## src/rtl/grid_pkg.sv

```systemverilog
// Shared definitions for the grid solver front-end and tile array:
// grid geometry, controller state encoding and one-hot/binary helpers.
package grid_pkg;

  // Widest digit vector the helpers handle (order 8 grids).
  localparam int MAX_LEN = 64;

  typedef enum logic [2:0] {
    ST_IDLE    = 3'd0,
    ST_KICK    = 3'd1,
    ST_WAIT    = 3'd2,
    ST_SOLVED  = 3'd3,
    ST_FAILED  = 3'd4,
    ST_TIMEOUT = 3'd5
  } state_e;

  function automatic int grid_len(input int ord);
    return ord * ord;
  endfunction

  function automatic int grid_area(input int ord);
    return ord * ord * ord * ord;
  endfunction

  // Digit 1..MAX_LEN to one-hot; 0 (empty) or out of range gives all zeros.
  function automatic logic [MAX_LEN-1:0] bin2onehot(input int unsigned v);
    logic [MAX_LEN-1:0] r;
    for (int i = 0; i < MAX_LEN; i++) r[i] = (v == unsigned'(i + 1));
    return r;
  endfunction

  // One-hot to digit (bit i -> i+1); 0 when no bit is set.
  function automatic int unsigned onehot2bin(input logic [MAX_LEN-1:0] oh);
    int unsigned r;
    r = 0;
    for (int i = MAX_LEN - 1; i >= 0; i--) if (oh[i]) r = unsigned'(i + 1);
    return r;
  endfunction

  function automatic logic is_onehot(input logic [MAX_LEN-1:0] v);
    return (v != '0) && ((v & (v - MAX_LEN'(1))) == '0);
  endfunction

endpackage

```

## src/rtl/grid_solve_ctrl_onehot_enc.sv

```systemverilog
// One-hot tile value to binary digit; anything not exactly one-hot
// encodes as 0 with valid low.
module onehot_enc
  import grid_pkg::*;
#(
  parameter int LEN = 9,
  parameter int VW  = $clog2(LEN + 1)
) (
  input  logic [LEN-1:0] oh,
  output logic [VW-1:0]  bin,
  output logic           valid
);

  logic [MAX_LEN-1:0] oh_ext;

  assign oh_ext = MAX_LEN'(oh);
  assign valid  = is_onehot(oh_ext);
  assign bin    = valid ? VW'(onehot2bin(oh_ext)) : '0;

endmodule

```

## src/rtl/grid_solve_ctrl.sv

```systemverilog
// Sequencer for the tile-chain solver: loads givens, kicks the chain,
// watches for solve/fail/timeout and streams the solved grid back out.
module grid_solve_ctrl
  import grid_pkg::*;
#(
  parameter  int ORD        = 3,
  parameter  int MAX_CYCLES = 2**20,
  parameter  int CYC_W      = 32,
  localparam int LEN        = grid_len(ORD),
  localparam int AREA       = grid_area(ORD),
  localparam int VW         = $clog2(LEN + 1),
  localparam int IW         = $clog2(AREA)
) (
  input  logic                clock,
  input  logic                reset_n,
  input  logic                ld_valid,
  output logic                ld_ready,
  input  logic [VW-1:0]       ld_value,
  input  logic                start,
  input  logic                clear,
  output logic                chain_kick,
  output logic                chain_clear,
  input  logic                chain_passbak,
  input  logic                chain_passfwd,
  output logic [AREA-1:0]     given_mask,
  output logic [AREA*LEN-1:0] given_value,
  input  logic [AREA*LEN-1:0] tile_values,
  output logic                rd_valid,
  input  logic                rd_ready,
  output logic [VW-1:0]       rd_value,
  output logic                rd_last,
  output logic                done,
  output logic                success,
  output logic                timeout,
  output logic                err,
  output logic [CYC_W-1:0]    cycles
);

  // Load index must be able to reach AREA (the "full" value).
  localparam int LW = $clog2(AREA + 1);

  state_e              state_q, state_d;
  logic [LW-1:0]       ld_idx_q, ld_idx_d;
  logic [AREA-1:0]     given_mask_q, given_mask_d;
  logic [AREA*LEN-1:0] given_value_q, given_value_d;
  logic                err_q, err_d;
  logic [CYC_W-1:0]    cycles_q, cycles_d;
  logic [IW-1:0]       rd_idx_q, rd_idx_d;
  logic                rd_valid_q, rd_valid_d;
  logic [VW-1:0]       rd_value_q, rd_value_d;
  logic                rd_done_q, rd_done_d;
  logic                chain_clear_q, chain_clear_d;

  logic                ld_hs, rd_hs, rd_at_last, ld_bad, ld_fixed;
  logic [IW-1:0]       ld_cell, fetch_idx;
  logic [LEN-1:0]      fetch_cell;
  logic [VW-1:0]       enc_bin;
  logic                enc_ok;

  assign ld_ready   = (state_q == ST_IDLE) && (ld_idx_q < LW'(AREA));
  assign ld_hs      = ld_valid && ld_ready;
  assign ld_cell    = ld_idx_q[IW-1:0];
  assign ld_bad     = ld_value > VW'(LEN);
  assign ld_fixed   = (ld_value != '0) && !ld_bad;
  assign rd_hs      = rd_valid_q && rd_ready;
  assign rd_at_last = rd_idx_q == IW'(AREA - 1);
  // On an accepted beat the next cell is fetched so beats can go back-to-back.
  assign fetch_idx  = (rd_hs && !rd_at_last) ? rd_idx_q + IW'(1) : rd_idx_q;
  assign fetch_cell = tile_values[int'(fetch_idx)*LEN +: LEN];

  onehot_enc #(.LEN(LEN), .VW(VW)) u_enc (
    .oh    (fetch_cell),
    .bin   (enc_bin),
    .valid (enc_ok)
  );

  // Next-state: clear overrides everything, then per-state load/solve/readout.
  always_comb begin
    state_d       = state_q;
    ld_idx_d      = ld_idx_q;
    given_mask_d  = given_mask_q;
    given_value_d = given_value_q;
    err_d         = err_q;
    cycles_d      = cycles_q;
    rd_idx_d      = rd_idx_q;
    rd_valid_d    = rd_valid_q;
    rd_value_d    = rd_value_q;
    rd_done_d     = rd_done_q;
    chain_clear_d = 1'b0;
    if (clear) begin
      state_d       = ST_IDLE;
      ld_idx_d      = '0;
      given_mask_d  = '0;
      given_value_d = '0;
      err_d         = 1'b0;
      cycles_d      = '0;
      rd_idx_d      = '0;
      rd_valid_d    = 1'b0;
      rd_value_d    = '0;
      rd_done_d     = 1'b0;
      chain_clear_d = 1'b1;
    end else begin
      case (state_q)
        ST_IDLE: begin
          if (ld_hs) begin
            given_mask_d[ld_cell] = ld_fixed;
            given_value_d[int'(ld_cell)*LEN +: LEN] = LEN'(bin2onehot(32'(ld_value)));
            if (ld_bad) err_d = 1'b1;
            ld_idx_d = ld_idx_q + LW'(1);
          end
          if (start) state_d = ST_KICK;
        end
        ST_KICK: begin
          cycles_d = '0;
          state_d  = ST_WAIT;
        end
        ST_WAIT: begin
          // The exit cycle is not counted, so cycles reads the WAIT index of the event.
          if (chain_passbak)      state_d = ST_FAILED;
          else if (chain_passfwd) state_d = ST_SOLVED;
          else if (MAX_CYCLES != 0 && cycles_q == CYC_W'(MAX_CYCLES - 1))
                                  state_d = ST_TIMEOUT;
          else if (cycles_q != '1) cycles_d = cycles_q + CYC_W'(1);
        end
        default: begin
          if ((!rd_valid_q && !rd_done_q) || (rd_hs && !rd_at_last)) begin
            rd_idx_d   = fetch_idx;
            rd_valid_d = 1'b1;
            rd_value_d = enc_bin;
            if (!enc_ok) err_d = 1'b1;
          end else if (rd_hs) begin
            rd_valid_d = 1'b0;
            rd_done_d  = 1'b1;
          end
        end
      endcase
    end
  end

  // State and datapath registers.
  always_ff @(posedge clock or negedge reset_n) begin
    if (!reset_n) begin
      state_q       <= ST_IDLE;
      ld_idx_q      <= '0;
      given_mask_q  <= '0;
      given_value_q <= '0;
      err_q         <= 1'b0;
      cycles_q      <= '0;
      rd_idx_q      <= '0;
      rd_valid_q    <= 1'b0;
      rd_value_q    <= '0;
      rd_done_q     <= 1'b0;
      chain_clear_q <= 1'b0;
    end else begin
      state_q       <= state_d;
      ld_idx_q      <= ld_idx_d;
      given_mask_q  <= given_mask_d;
      given_value_q <= given_value_d;
      err_q         <= err_d;
      cycles_q      <= cycles_d;
      rd_idx_q      <= rd_idx_d;
      rd_valid_q    <= rd_valid_d;
      rd_value_q    <= rd_value_d;
      rd_done_q     <= rd_done_d;
      chain_clear_q <= chain_clear_d;
    end
  end

  assign chain_kick  = state_q == ST_KICK;
  assign chain_clear = chain_clear_q;
  assign given_mask  = given_mask_q;
  assign given_value = given_value_q;
  assign rd_valid    = rd_valid_q;
  assign rd_value    = rd_value_q;
  assign rd_last     = rd_valid_q && rd_at_last;
  assign success     = state_q == ST_SOLVED;
  assign timeout     = state_q == ST_TIMEOUT;
  assign done        = (state_q == ST_SOLVED) || (state_q == ST_FAILED) || (state_q == ST_TIMEOUT);
  assign err         = err_q;
  assign cycles      = cycles_q;

endmodule

```

## config.mk

```make
export PLATFORM = sky130hd
export DESIGN_NAME = grid_solve_ctrl
export DESIGN_NICKNAME = d
export VERILOG_FILES = /design/src/rtl/grid_pkg.sv /design/src/rtl/grid_solve_ctrl_onehot_enc.sv /design/src/rtl/grid_solve_ctrl.sv
export SDC_FILE = /design/constraint.sdc
export NUM_CORES = 2
export LEC_CHECK = 0
export CELL_PAD_IN_SITES_DETAIL_PLACEMENT = 0
export CELL_PAD_IN_SITES_GLOBAL_PLACEMENT = 1
export CORE_AREA = 2 2 629 631
export DETAILED_ROUTE_END_ITERATION = 10
export DIE_AREA = 0 0 631 633
export PLACE_DENSITY_LB_ADDON = 0.2
export SLEW_MARGIN = 20
export SYNTH_ARGS = -nofsm -noshare
export SYNTH_HDL_FRONTEND = slang
export SYNTH_SLANG_ARGS = --single-unit
```

## constraint.sdc

```tcl
create_clock -name clock -period 7.3 [get_ports clock]
set_input_delay 1.46 -clock clock [delete_from_list [all_inputs] [get_ports clock]]
set_output_delay 1.46 -clock clock [all_outputs]
set_load 0.02 [all_outputs]
```

==> metrics <==
outcome finished, final reports clean; post-route ant nets 0; drc violations 0; final max-slew violation count 0; Max Fclk 166 MHz; Initial DRC Count 4,057; Yosys cell types 101; crit-path max FO 19; clock transition at the registers of the reported paths 0.06 ns; largest net degree at the start of global routing 161; multiplexer area fraction after synthesis 5.87%; endpoints failing hold 0; EDFF count, synth 0; worst r2r src rd_idx_q[0]; RR Endpoint err; WS Path Type in -> reg; Mapped Area 0.0432 mm²; Initial Utilization 11.0%; pwr dens 192 mW/mm²; TritonCTS clock tree done; vias in the first global route 46,400; WHS Path Cells 2; All-Layer GR Usage 17.2%; insertion delay to the later sink of the worst-skew pair 0.84 ns; leakage 26.9 nW; area grow syn2layout 62.8%; Worst-Margin Slew 1.20 ns; Vias 46,400; Tcrit/Tclk final 82.6%; CTS root buf clkbuf_16; row count 230; PostCTS Resize Cnt 0; setup TNS 0 ns; most common cell after layout, fill and taps aside clkdlybuf4s50_1; average wire per standard cell 31.2 µm; Yosys reg bits 867; antenna violations before repair 68; grt ovf 0; Async SR Flop Fraction 100%; Seq/Total Area, Yosys 50.3%; Cells after Synth 4,611; Worst Hold Launch given_value[727]; # placed instances 11,300; Post-Synth Adder-Cell Area 0.203%; CTS buffer count 117; total wire length 359 mm; die area 0.399 mm²; # clock sinks 867; yosys warns 0; Synth Area in XOR/XNOR 0.852%; largest family of logic cells by synthesized area compound AO/OA/AOI/OAI gates; Fin Clk Skew 0.0608 ns; dpl hpwl 290 mm; worst path required time 8.00 ns; Post-CTS Hold Buffers 0; setup repair bufs after CTS 0; setup slack, reg-to-reg 1.53 ns; GPL Wtd Cong 0.916; Clock Path Buffers 4; Main synth FF type dfrtp_1; Mapped Nets 5,359; startpoint types input pin; commonest non-fill, non-tap cells in the layout 1,593 x clkdlybuf4s50_1, 864 x dfrtp_1, 634 x nand2_1, 512 x o21ai_0, 437 x nand3_1; Setup crit end kind register; Compound-Gate Fraction of Synth Area 21.7%; IO Port Bufs 1,595; post-layout min period 6.03 ns; DIE HEIGHT 633 µm; worst relative slew slack 18.9%; hold_ws 0.471 ns; number of nets in the layout 6,923; WP data arrival 6.73 ns; H-tree depth 3; Boundary Pins 1,596; R2R cell count 16; non-filler cells in the finished layout 11,500; Synth Area in Simple Gates 17.4%; syn avg cell area 9.36 µm²; Worst Hold Path EP given_value[727]; RSZ-0062 raised after global routing false; DRT Pass-1 Iters 5; layout cell share with drive strength beyond 1 8.50%; final setup vio count 0; die width 631 µm; first-pass GRT wire length 468 mm; Max Cap Viol 0; core area 0.392 mm²; HP Class reg -> reg; worst ir drop on vdd 0.000194 V; DR vias/cell 4.03
## final cells by class
type	count	area, µm²
Antenna cell	25	62.6
Clock buffer	172	3490
Inverter	14	60.1
Clock inverter	44	611
Tap cell	5220	6530
Timing Repair Buffer	1795	17600
Multi-Input combinational cell	3380	20200
Fill cell	43700	322000
Sequential cell	867	21700
## worst max path at each step
stage	startpoint	end	slack, ns	depth (start not counted)
4_1_cts	ld_cell[1]	given_value[557]	1.21	11
2_1_floorplan	rd_ready	err	2.89	14
3_5_place_dp	rd_ready	err	0.68	16
6_report	rd_ready	err	1.27	16
3_3_place_gp	rd_ready	rd_value[2]	0.15	15
5_1_grt	ld_cell[1]	given_value[554]	1.24	11
## power by group
group | switching (mW) | internal (mW) | leakage (nW)
logic | 1.67 | 0.801 | 12.8
registers | 0.0208 | 4.82 | 12.1
clock network | 2.48 | 3.73 | 2.02
total | 4.17 | 9.35 | 26.9
## cells by family after synthesis
group                    after synthesis
AO/OA/AOI/OAI                       1421
AND/OR/NAND/NOR                     1683
multiplexers                         227
adder cells (fa/ha/maj)                7
buffers and inverters                364
XOR/XNOR                              42
flip-flops                           867
## state kept, by name (all words and copies together) (netlist names)
| register | count |
|---|---|
| cycles | 32 |
| given_value | 729 |
| chain_clear | 1 |
| rd_valid | 1 |
| err | 1 |
| given_mask | 81 |
| rd_idx_q | 7 |
| rd_value | 4 |
| rd_done_q | 1 |
| ld_cell | 7 |
| state_q | 3 |
## synth_stat cells (28+ instances only)
master / number / area share (%)
dfrtp_1: 867 / 50
nand2_1: 641 / 5.6
o21ai_0: 513 / 6.0
nand3_1: 437 / 5.1
nor2_1: 384 / 3.3
a22o_1: 263 / 5.3
a21oi_1: 255 / 3.0
clkbuf_1: 227 / 2.0
mux2i_1: 197 / 4.6
buf_2: 67 / 0.78
and3_1: 63 / 0.91
a211oi_1: 62 / 1.1
a31oi_1: 46 / 0.67
nor3_1: 39 / 0.45
a221oi_1: 31 / 0.63
buf_4: 28 / 0.49
## routing by layer
layer / GRT usage (%) / vias up / share of wire, %
met3: 4.61 / 341 / 8.3
met1: 23.3 / 24100 / 44
met5: 0 / - / 0.047
met4: 5.17 / 30 / 3.2
li1: - / 20100 / -
met2: 26.6 / 1896 / 44
## metrics by stage
stage                     util [%]  cell area, µm²  power, mW  setup slack, ns
after detailed placement      16.9           66100       7.40            0.680
after floorplan                  -           43200       5.81             2.89
after global routing          17.9           70200       14.1             1.24
after CTS                     17.9           70200       13.8             1.21
final                         17.9           70200       13.5             1.27
after global placement        16.8           66000       7.40            0.152
## critical path: stages
cell and delay (ns):
clkdlybuf4s50_1 0.67, and4_1 0.35, a311o_1 0.40, a21oi_4 0.60, buf_4 0.50, a2111oi_0 0.21, a211oi_1 0.31, o221ai_1 0.16
o311a_1 0.15, o31ai_1 0.76, buf_4 0.27, or2_1 0.15, o211ai_1 0.11, a2bb2oi_1 0.15, o211a_2 0.16, o41ai_2 0.28
(Power assumes the default switching activity.)
